**src/rtl/reg_wr_arbiter_if.sv**
```systemverilog
// Write-port arbiter bus: two write requesters, destination reservation,
// hazard lookup and the register-bank write port.
interface reg_wr_arbiter_if;
  logic        req0_valid;
  logic [4:0]  req0_rd;
  logic [31:0] req0_data;
  logic        req0_ready;
  logic        req1_valid;
  logic [4:0]  req1_rd;
  logic [31:0] req1_data;
  logic        req1_ready;
  logic        mark_valid;
  logic [4:0]  mark_rd;
  logic [4:0]  rs;
  logic [4:0]  rt;
  logic        hazard_rs;
  logic        hazard_rt;
  logic [4:0]  rf_rd;
  logic [31:0] rf_data;
  logic        rf_wr;
  logic        busy;

  // Arbiter side
  modport slave (
    input  req0_valid, req0_rd, req0_data,
    output req0_ready,
    input  req1_valid, req1_rd, req1_data,
    output req1_ready,
    input  mark_valid, mark_rd, rs, rt,
    output hazard_rs, hazard_rt,
    output rf_rd, rf_data, rf_wr, busy
  );

  // Requester / environment side
  modport master (
    output req0_valid, req0_rd, req0_data,
    input  req0_ready,
    output req1_valid, req1_rd, req1_data,
    input  req1_ready,
    output mark_valid, mark_rd, rs, rt,
    input  hazard_rs, hazard_rt,
    input  rf_rd, rf_data, rf_wr, busy
  );
endinterface

```
**src/rtl/reg_wr_arbiter.sv**
```systemverilog
// Register-file write-port arbiter: round-robin between ALU writeback and
// load return, three-cycle SETUP/STROBE write sequence with a registered
// edge-triggered strobe, and a pending-write scoreboard for hazard checks.
module reg_wr_arbiter (
  input  logic             clk,
  input  logic             rst,
  reg_wr_arbiter_if.slave  bus
);

  typedef enum logic [1:0] {
    IDLE   = 2'd0,
    SETUP  = 2'd1,
    STROBE = 2'd2
  } state_t;

  state_t      r_state;
  logic        r_last_grant;   // 1: requester 1 was granted last
  logic [4:0]  r_rf_rd;
  logic [31:0] r_rf_data;
  logic        r_rf_wr;
  logic [31:0] r_pending;

  logic        w_idle;
  logic        w_gnt0;
  logic        w_gnt1;
  logic        w_xfer;
  logic [4:0]  w_rd;
  logic [31:0] w_data;
  logic [31:0] w_set;
  logic [31:0] w_clr;

  // Grant selection in IDLE plus scoreboard set/clear masks
  always_comb begin
    w_idle = (r_state == IDLE) && !rst;
    w_gnt0 = 1'b0;
    w_gnt1 = 1'b0;
    if (w_idle) begin
      w_gnt0 = bus.req0_valid && (!bus.req1_valid || r_last_grant);
      w_gnt1 = bus.req1_valid && (!bus.req0_valid || !r_last_grant);
    end
    w_xfer = w_gnt0 || w_gnt1;
    w_rd   = w_gnt1 ? bus.req1_rd   : bus.req0_rd;
    w_data = w_gnt1 ? bus.req1_data : bus.req0_data;

    w_set = '0;
    if (bus.mark_valid && (bus.mark_rd != 5'd0)) w_set[bus.mark_rd] = 1'b1;
    w_clr = '0;
    if (r_state == STROBE) w_clr[r_rf_rd] = 1'b1;
  end

  assign bus.req0_ready = w_gnt0;
  assign bus.req1_ready = w_gnt1;
  assign bus.hazard_rs  = r_pending[bus.rs];
  assign bus.hazard_rt  = r_pending[bus.rt];
  assign bus.rf_rd      = r_rf_rd;
  assign bus.rf_data    = r_rf_data;
  assign bus.rf_wr      = r_rf_wr;
  assign bus.busy       = (r_state != IDLE);

  // Write sequencer: accept in IDLE, hold address/data, pulse rf_wr in STROBE
  always_ff @(posedge clk or posedge rst) begin
    if (rst) begin
      r_state      <= IDLE;
      r_last_grant <= 1'b1;
      r_rf_rd      <= 5'd0;
      r_rf_data    <= 32'd0;
      r_rf_wr      <= 1'b0;
    end else begin
      case (r_state)
        IDLE: begin
          r_rf_wr <= 1'b0;
          if (w_xfer) begin
            r_last_grant <= w_gnt1;
            // Writes to r0 are swallowed without touching the bank
            if (w_rd != 5'd0) begin
              r_rf_rd   <= w_rd;
              r_rf_data <= w_data;
              r_state   <= SETUP;
            end
          end
        end
        SETUP: begin
          r_rf_wr <= 1'b1;
          r_state <= STROBE;
        end
        STROBE: begin
          r_rf_wr <= 1'b0;
          r_state <= IDLE;
        end
        default: begin
          r_rf_wr <= 1'b0;
          r_state <= IDLE;
        end
      endcase
    end
  end

  // Pending scoreboard: a new reservation beats a completing write to the same register
  always_ff @(posedge clk or posedge rst) begin
    if (rst) begin
      r_pending <= '0;
    end else begin
      r_pending <= ((r_pending & ~w_clr) | w_set) & ~32'd1;
    end
  end

endmodule

```
**src/flat_wrapper.sv**
```systemverilog
// flat-port wrapper written by rule: the top's interface ports become plain ports
module reg_wr_arbiter_flat 
  (clk, rst, bus_req0_valid, bus_req0_rd, bus_req0_data, bus_req0_ready, bus_req1_valid, bus_req1_rd, bus_req1_data, bus_req1_ready, bus_mark_valid, bus_mark_rd, bus_rs, bus_rt, bus_hazard_rs, bus_hazard_rt, bus_rf_rd, bus_rf_data, bus_rf_wr, bus_busy);
  reg_wr_arbiter_if bus_i ();
  input  logic clk;
  input  logic rst;
  input wire logic [$bits(bus_i.req0_valid)-1:0] bus_req0_valid;
  input wire logic [$bits(bus_i.req0_rd)-1:0] bus_req0_rd;
  input wire logic [$bits(bus_i.req0_data)-1:0] bus_req0_data;
  output wire logic [$bits(bus_i.req0_ready)-1:0] bus_req0_ready;
  input wire logic [$bits(bus_i.req1_valid)-1:0] bus_req1_valid;
  input wire logic [$bits(bus_i.req1_rd)-1:0] bus_req1_rd;
  input wire logic [$bits(bus_i.req1_data)-1:0] bus_req1_data;
  output wire logic [$bits(bus_i.req1_ready)-1:0] bus_req1_ready;
  input wire logic [$bits(bus_i.mark_valid)-1:0] bus_mark_valid;
  input wire logic [$bits(bus_i.mark_rd)-1:0] bus_mark_rd;
  input wire logic [$bits(bus_i.rs)-1:0] bus_rs;
  input wire logic [$bits(bus_i.rt)-1:0] bus_rt;
  output wire logic [$bits(bus_i.hazard_rs)-1:0] bus_hazard_rs;
  output wire logic [$bits(bus_i.hazard_rt)-1:0] bus_hazard_rt;
  output wire logic [$bits(bus_i.rf_rd)-1:0] bus_rf_rd;
  output wire logic [$bits(bus_i.rf_data)-1:0] bus_rf_data;
  output wire logic [$bits(bus_i.rf_wr)-1:0] bus_rf_wr;
  output wire logic [$bits(bus_i.busy)-1:0] bus_busy;
  assign bus_i.req0_valid = bus_req0_valid;
  assign bus_i.req0_rd = bus_req0_rd;
  assign bus_i.req0_data = bus_req0_data;
  assign bus_req0_ready = bus_i.req0_ready;
  assign bus_i.req1_valid = bus_req1_valid;
  assign bus_i.req1_rd = bus_req1_rd;
  assign bus_i.req1_data = bus_req1_data;
  assign bus_req1_ready = bus_i.req1_ready;
  assign bus_i.mark_valid = bus_mark_valid;
  assign bus_i.mark_rd = bus_mark_rd;
  assign bus_i.rs = bus_rs;
  assign bus_i.rt = bus_rt;
  assign bus_hazard_rs = bus_i.hazard_rs;
  assign bus_hazard_rt = bus_i.hazard_rt;
  assign bus_rf_rd = bus_i.rf_rd;
  assign bus_rf_data = bus_i.rf_data;
  assign bus_rf_wr = bus_i.rf_wr;
  assign bus_busy = bus_i.busy;
  reg_wr_arbiter u_core (.clk(clk), .rst(rst), .bus(bus_i));
endmodule
```
**config.mk**
```make
export PLATFORM = sky130hd
export DESIGN_NAME = reg_wr_arbiter_flat
export DESIGN_NICKNAME = d
export VERILOG_FILES = /design/src/rtl/reg_wr_arbiter_if.sv /design/src/rtl/reg_wr_arbiter.sv /design/src/flat_wrapper.sv
export SDC_FILE = /design/constraint.sdc
export NUM_CORES = 1
export LEC_CHECK = 0
export ABC_AREA = 1
export BUFFER_PORTS_ARGS = -buffer_cell sky130_fd_sc_hd__buf_2
export CAP_MARGIN = 20
export CORE_ASPECT_RATIO = 0.75
export CORE_MARGIN = 2
export CORE_UTILIZATION = 46
export DETAILED_ROUTE_END_ITERATION = 16
export MAX_ROUTING_LAYER = met4
export PLACE_DENSITY = 0.8
export RECOVER_POWER = 50
export SKIP_LAST_GASP = 1
export SLEW_MARGIN = 20
export SYNTH_ARGS = -nofsm -noshare
export SYNTH_HDL_FRONTEND = slang
export SYNTH_SLANG_ARGS = --single-unit
```
**constraint.sdc**
```tcl
create_clock -name clk -period 3 [get_ports clk]
set_input_delay 0.45 -clock clk [delete_from_list [all_inputs] [get_ports clk]]
set_output_delay 0.45 -clock clk [all_outputs]
set_load 0.02 [all_outputs]
```
==> After elaboration in Yosys (flattened, before gate mapping) <==
Index checks and enable logic that the tools add are counted.
{ "word_totals": {"reg_bits": 72, "input_bits": 94, "out_inout_bits": 43, "word_cells": 57} }
{ "op_classes": {"n_lt_le_gt_ge": 6, "eq_ne": 4, "mux": 18, "bitwise_logic": 3, "n_reduce_logical": 20} }
{ "ops": {"columns": ["cell", "count"], "rows": [
  ["$mux W32", 3],
  ["$and A32 B32 Y32", 1],
  ["$not A32 Y32", 1],
  ["$or A32 B32 Y32", 1],
  ["$lt A5 B6 Y1 const B", 4],
  ["$bmux W1 S5", 2],
  ["$demux W1 S5", 2],
  ["$ge A5 B1 Y1 const B", 2],
  ["$reduce_bool A5 Y1", 2],
  ["$mux W1", 7],
  ["$logic_and A1 B1 Y1", 6],
  ["$mux W5", 1],
  ["$logic_not A1 Y1", 4],
  ["$mux W2", 2],
  ["$pmux W2 S2", 1],
  ["$reduce_and A2 Y1", 2],
  ["$logic_or A1 B1 Y1", 3],
  ["$reduce_and A3 Y1", 1],
  ["$eq A2 B1 Y1 const B", 1],
  ["$eq A2 B2 Y1 const B", 1],
  ["$logic_not A2 Y1", 1],
  ["$ne A2 B1 Y1 const B", 1],
  ["$ne A2 B2 Y1 const B", 1],
  ["$reduce_bool A2 Y1", 1]
]} }

==> Logic depth before layout (Yosys ltp) <==
{ "logic_depth": {"depth_word": 9, "depth_mapped": 12, "ltp_nobuf": 11} }

==> Least setup slack after synthesis <==
No wires, ideal clock.
{ "synth_path": {"path_kind": "input-to-reg", "from": "input rst", "to": "register u_core.r_rf_data[11] (netlist: u_core.bus.rf_data[11])", "setup_time_ns": 0.117, "t_arrival_ns": 3.322, "required_time_ns": 2.883, "setup_slack_ns": -0.439, "cell_stages": 9, "n_path_buf": 2, "path_cell_list": "inv_1 nand2_2 nor2_1 nor2_1 o21bai_2 buf_6 buf_6 nand2_1 nand2_1"} }
{ "synth_via": {"elab_cells_between_ends": 9, "classes_between": "mux (4); reduce/logical (5)"} }
{ "synth_rtl": {"columns": ["element", "line", "text"], "rows": [
  ["start: declaration", "flat_wrapper.sv:6", "input logic rst;"],
  ["$logic_not A1 Y1", "reg_wr_arbiter.sv:34", "w_idle = (r_state == IDLE) && !rst;"],
  ["$logic_and A1 B1 Y1", "reg_wr_arbiter.sv:34", null],
  ["$mux W1", "reg_wr_arbiter.sv:37", "if (w_idle) begin"],
  ["net bus_req0_ready", "flat_wrapper.sv:10", "output wire logic [$bits(bus_i.req0_ready)-1:0] bus_req0_ready;"],
  ["$logic_or A1 B1 Y1", "reg_wr_arbiter.sv:41", "w_xfer = w_gnt0 || w_gnt1;"],
  ["$reduce_and A3 Y1 (no line)", null, null],
  ["end signal: assignment", "reg_wr_arbiter.sv:77", "r_rf_data <= w_data;"],
  ["end: declaration", "reg_wr_arbiter.sv:19", "logic [31:0] r_rf_data;"]
]} }
The timed path passes the listed nets, and every way through them passes these cells.
A chain may end at the register's enable or synchronous reset.

==> Worst setup path in the final report <==
{ "layout_path": {"from": "input bus_rs[0]", "to": "output bus_hazard_rs"} }
{ "layout_via": {"elab_chain_len": 2} }
{ "layout_lines": {"columns": ["element", "line", "text"], "rows": [
  ["start: declaration", "flat_wrapper.sv:17", "input wire logic [$bits(bus_i.rs)-1:0] bus_rs;"],
  ["$bmux W1 S5", "reg_wr_arbiter.sv:53", "assign bus.hazard_rs = r_pending[bus.rs];"],
  ["$mux W1 (not written as such)", "reg_wr_arbiter.sv:53", null],
  ["end: declaration", "flat_wrapper.sv:19", "output wire logic [$bits(bus_i.hazard_rs)-1:0] bus_hazard_rs;"]
]} }
No other way between the ends. The select of a mux whose other input is x is not followed.

==> impl_metrics.ini <==
[power_and_ir_drop]
combPwrFrac = 0.368
power.density_nw_per_um2 = 864.8
clockPowerShare = 0.226
p_seq_frac = 0.406
p_int_mw = 2.447
leakage_nw = 2.711
ir_drop_mv = 0.4383
swShare = 0.4364
switching_power_mw = 1.895

[synth]
ys_seq_area_frac = 0.4463
synth_area_um2 = 4040
synth_fp_nets = 679
syn_inst = 585
ys_warn_count = 0
ys_types = 20
avgSynthCellArea_um2 = 6.906
ys_ff_latch = 72

[timing]
drv_slew = 73
fin_crit_sh = 0.7942
fmax_ghz = 0.4197
clock_skew_ns = 0.008475
finalSetupViolCount = 0
tns_ns = 0
worst_pin_slew_ns = 1.692
hold_viol = 0
rsz0062_at_grt = no
period_needed_ns = 2.383
worst_slack_ns = 0.6173
relSlewSlack = -0.1283

[route]
drc = 0
wl_per_cell_um = 14.71
ant_nets = 0
drt_iter0_drc = 578
wl_um = 12180
dr.pass1.iters = 5
vias_per_cell = 5.343
vias = 4424

[placement]
pre_cts_slack_ns = 0.6681
hpwl_um = 9144
routabilityCongestion = 0.9862
io_buffers = 136

[worst_setup_path]
cp.arrival_ns = 1.93
crit_path_end_kind = output pin
crit_required_ns = 2.55
critPathLaunchType = input port
cp_max_fo = 17
path_class = in -> out

[clock_tree]
ctsResizeCount = 0
htree_levels = 3
cts_setup_buffers = 0
clock_tree.root_cell = clkbuf_16
cts_inserted_buffers = 9
cts_tree = done
cts_hold_buf = 0
clk_latency_ns = 0.34
cts_sinks = 72
clk_path_buf_depth = 2
clk_pin_slew_ns = 0.06

[run_status]
status = complete, but fails checks
violations = capacitance limit, slew limit

[grt]
grt_pass1_wl_um = 20140
overflow = 0
grtUsageTotal = 0.2727
grt_max_degree = 73
grt_pass1_vias = 4221
antenna_found_initial = 0

[run]
maxCapViolations = 1

[floorplan]
initial_core_util = 0.4758
die_w_um = 112.2
die-area_um2 = 9556
core_um2 = 8491
pin_count = 137
die_h_um = 85.16
num_rows = 29

[final_layout]
drive_above_1_share = 0.2028
fill_cells = 817
syn_to_final_growth_pct = 24.28
final_nets = 809
antenna_cells = 0

[worst_hold_path]
min_path_type = in -> reg
flip-flops by register name, summed over array words and instances (netlist names):
register             cells
u_core.r_pending        31
u_core.bus.rf_rd         5
u_core.r_last_grant      1
u_core.r_state           2
u_core.bus.rf_wr         1
u_core.bus.rf_data      32
kinds of logic after synthesis:
| group | count (synthesis) | share of synthesized area |
|---|---|---|
| AO/OA/AOI/OAI | 83 | 0.1081 |
| buffers and inverters | 62 | 0.06720 |
| flip-flops | 72 | 0.4463 |
| AND/OR/NAND/NOR | 368 | 0.3784 |
synth_stat cells:
master	n	share of area
a21oi_1	6	0.0074
buf_2	7	0.0087
buf_6	4	0.011
clkbuf_1	12	0.011
clkinv_1	5	0.0046
dfrtp_1	71	0.44
dfstp_2	1	0.0065
inv_1	34	0.032
nand2_1	249	0.23
nand2_2	3	0.0046
nand3_1	102	0.13
nor2_1	11	0.010
nor2_2	1	0.0015
nor2_4	1	0.0028
o211ai_1	4	0.0074
o21ai_0	69	0.085
o21ai_1	1	0.0012
o21bai_1	2	0.0037
o21bai_2	1	0.0028
or2_2	1	0.0015
layout by cell type, fill, tap and decap left out, types with 2 or more instances in the layout:
master        n
o211ai_1      4
clkinv_1      5
nand3_1     102
nand2_1     249
a21oi_1       6
inv_6         2
clkbuf_1     21
clkinvlp_4    2
buf_2       116
buf_4         5
nand2_2       3
inv_1        33
o21bai_1      2
dfrtp_1      71
nor2_1       11
clkbuf_16     9
clkinv_2      2
o21ai_0      69
stage by stage:
stage                     total power [mW]  hold WS (ns)  cells    util  area [µm²]
final                                4.342        0.4385    828  0.5914        5021
after global routing                 4.628        0.4618    828  0.5914        5021
after CTS                            4.369        0.4342    828  0.5949        5051
after detailed placement             3.377        0.4539    812  0.5629        4780
after global placement               3.329        0.4503    812  0.5629        4780
after floorplan                      2.726        0.4477    585       -        4044
power by group through the flow:
| stage | combinational (mW) | clock (mW) | sequential, mW |
|---|---|---|---|
| after global placement | 1.59 | 0 | 1.74 |
| after detailed placement | 1.63 | 0 | 1.75 |
| final | 1.60 | 0.982 | 1.76 |
| after CTS | 1.64 | 0.992 | 1.74 |
| after global routing | 1.80 | 1.03 | 1.80 |
| after floorplan | 0.818 | 0 | 1.91 |
final timing paths:
path                                                     from                                 end  slack (ns)  depth (start not counted)
min in group asynchronous                                 rst   u_core.bus.rf_data[2]$_DFFE_PP0P_        0.78                          3
setup reg to reg              u_core.r_last_grant$_DFFE_PP1P_   u_core.bus.rf_data[6]$_DFFE_PP0P_        0.80                         11
hold reg to reg            u_core.bus.rf_data[10]$_DFFE_PP0P_  u_core.bus.rf_data[10]$_DFFE_PP0P_        0.47                          2
max in group asynchronous                                 rst      u_core.r_pending[30]$_DFF_PP0_        1.21                          3
hold / removal                              bus_req0_data[19]  u_core.bus.rf_data[19]$_DFFE_PP0P_        0.44                          5
setup / recovery                                    bus_rs[0]                       bus_hazard_rs        0.62                         10
critical path, cell delays in order:
cell	delay, ns
buf_2	0.25
clkinv_1	0.40
a21oi_1	0.25
o21ai_0	0.10
nand3_1	0.08
nand3_1	0.07
nand2_1	0.06
nand2_1	0.05
nand2_1	0.06
buf_2	0.15
layer usage:
layer  vias up  GRT usage  part of all wire
met5         -          -                 0
met4         0    0.09091             0.021
met3        29    0.05643             0.092
met2       225     0.4080              0.44
met1      2018     0.3742              0.44
li1       2152          -                 -
cell type report:
class	instances	area [µm²]	share of cell area
Clock inverter	6	42.54	0.008472
Clock buffer	10	229.0	0.04560
Timing Repair Buffer	142	698.2	0.1390
Inverter	39	147.6	0.02940
Multi-Input combinational cell	451	1966	0.3915
Sequential cell	72	1803	0.3591
Tap cell	108	135.1	0.02691
(Power assumes the default switching activity.)
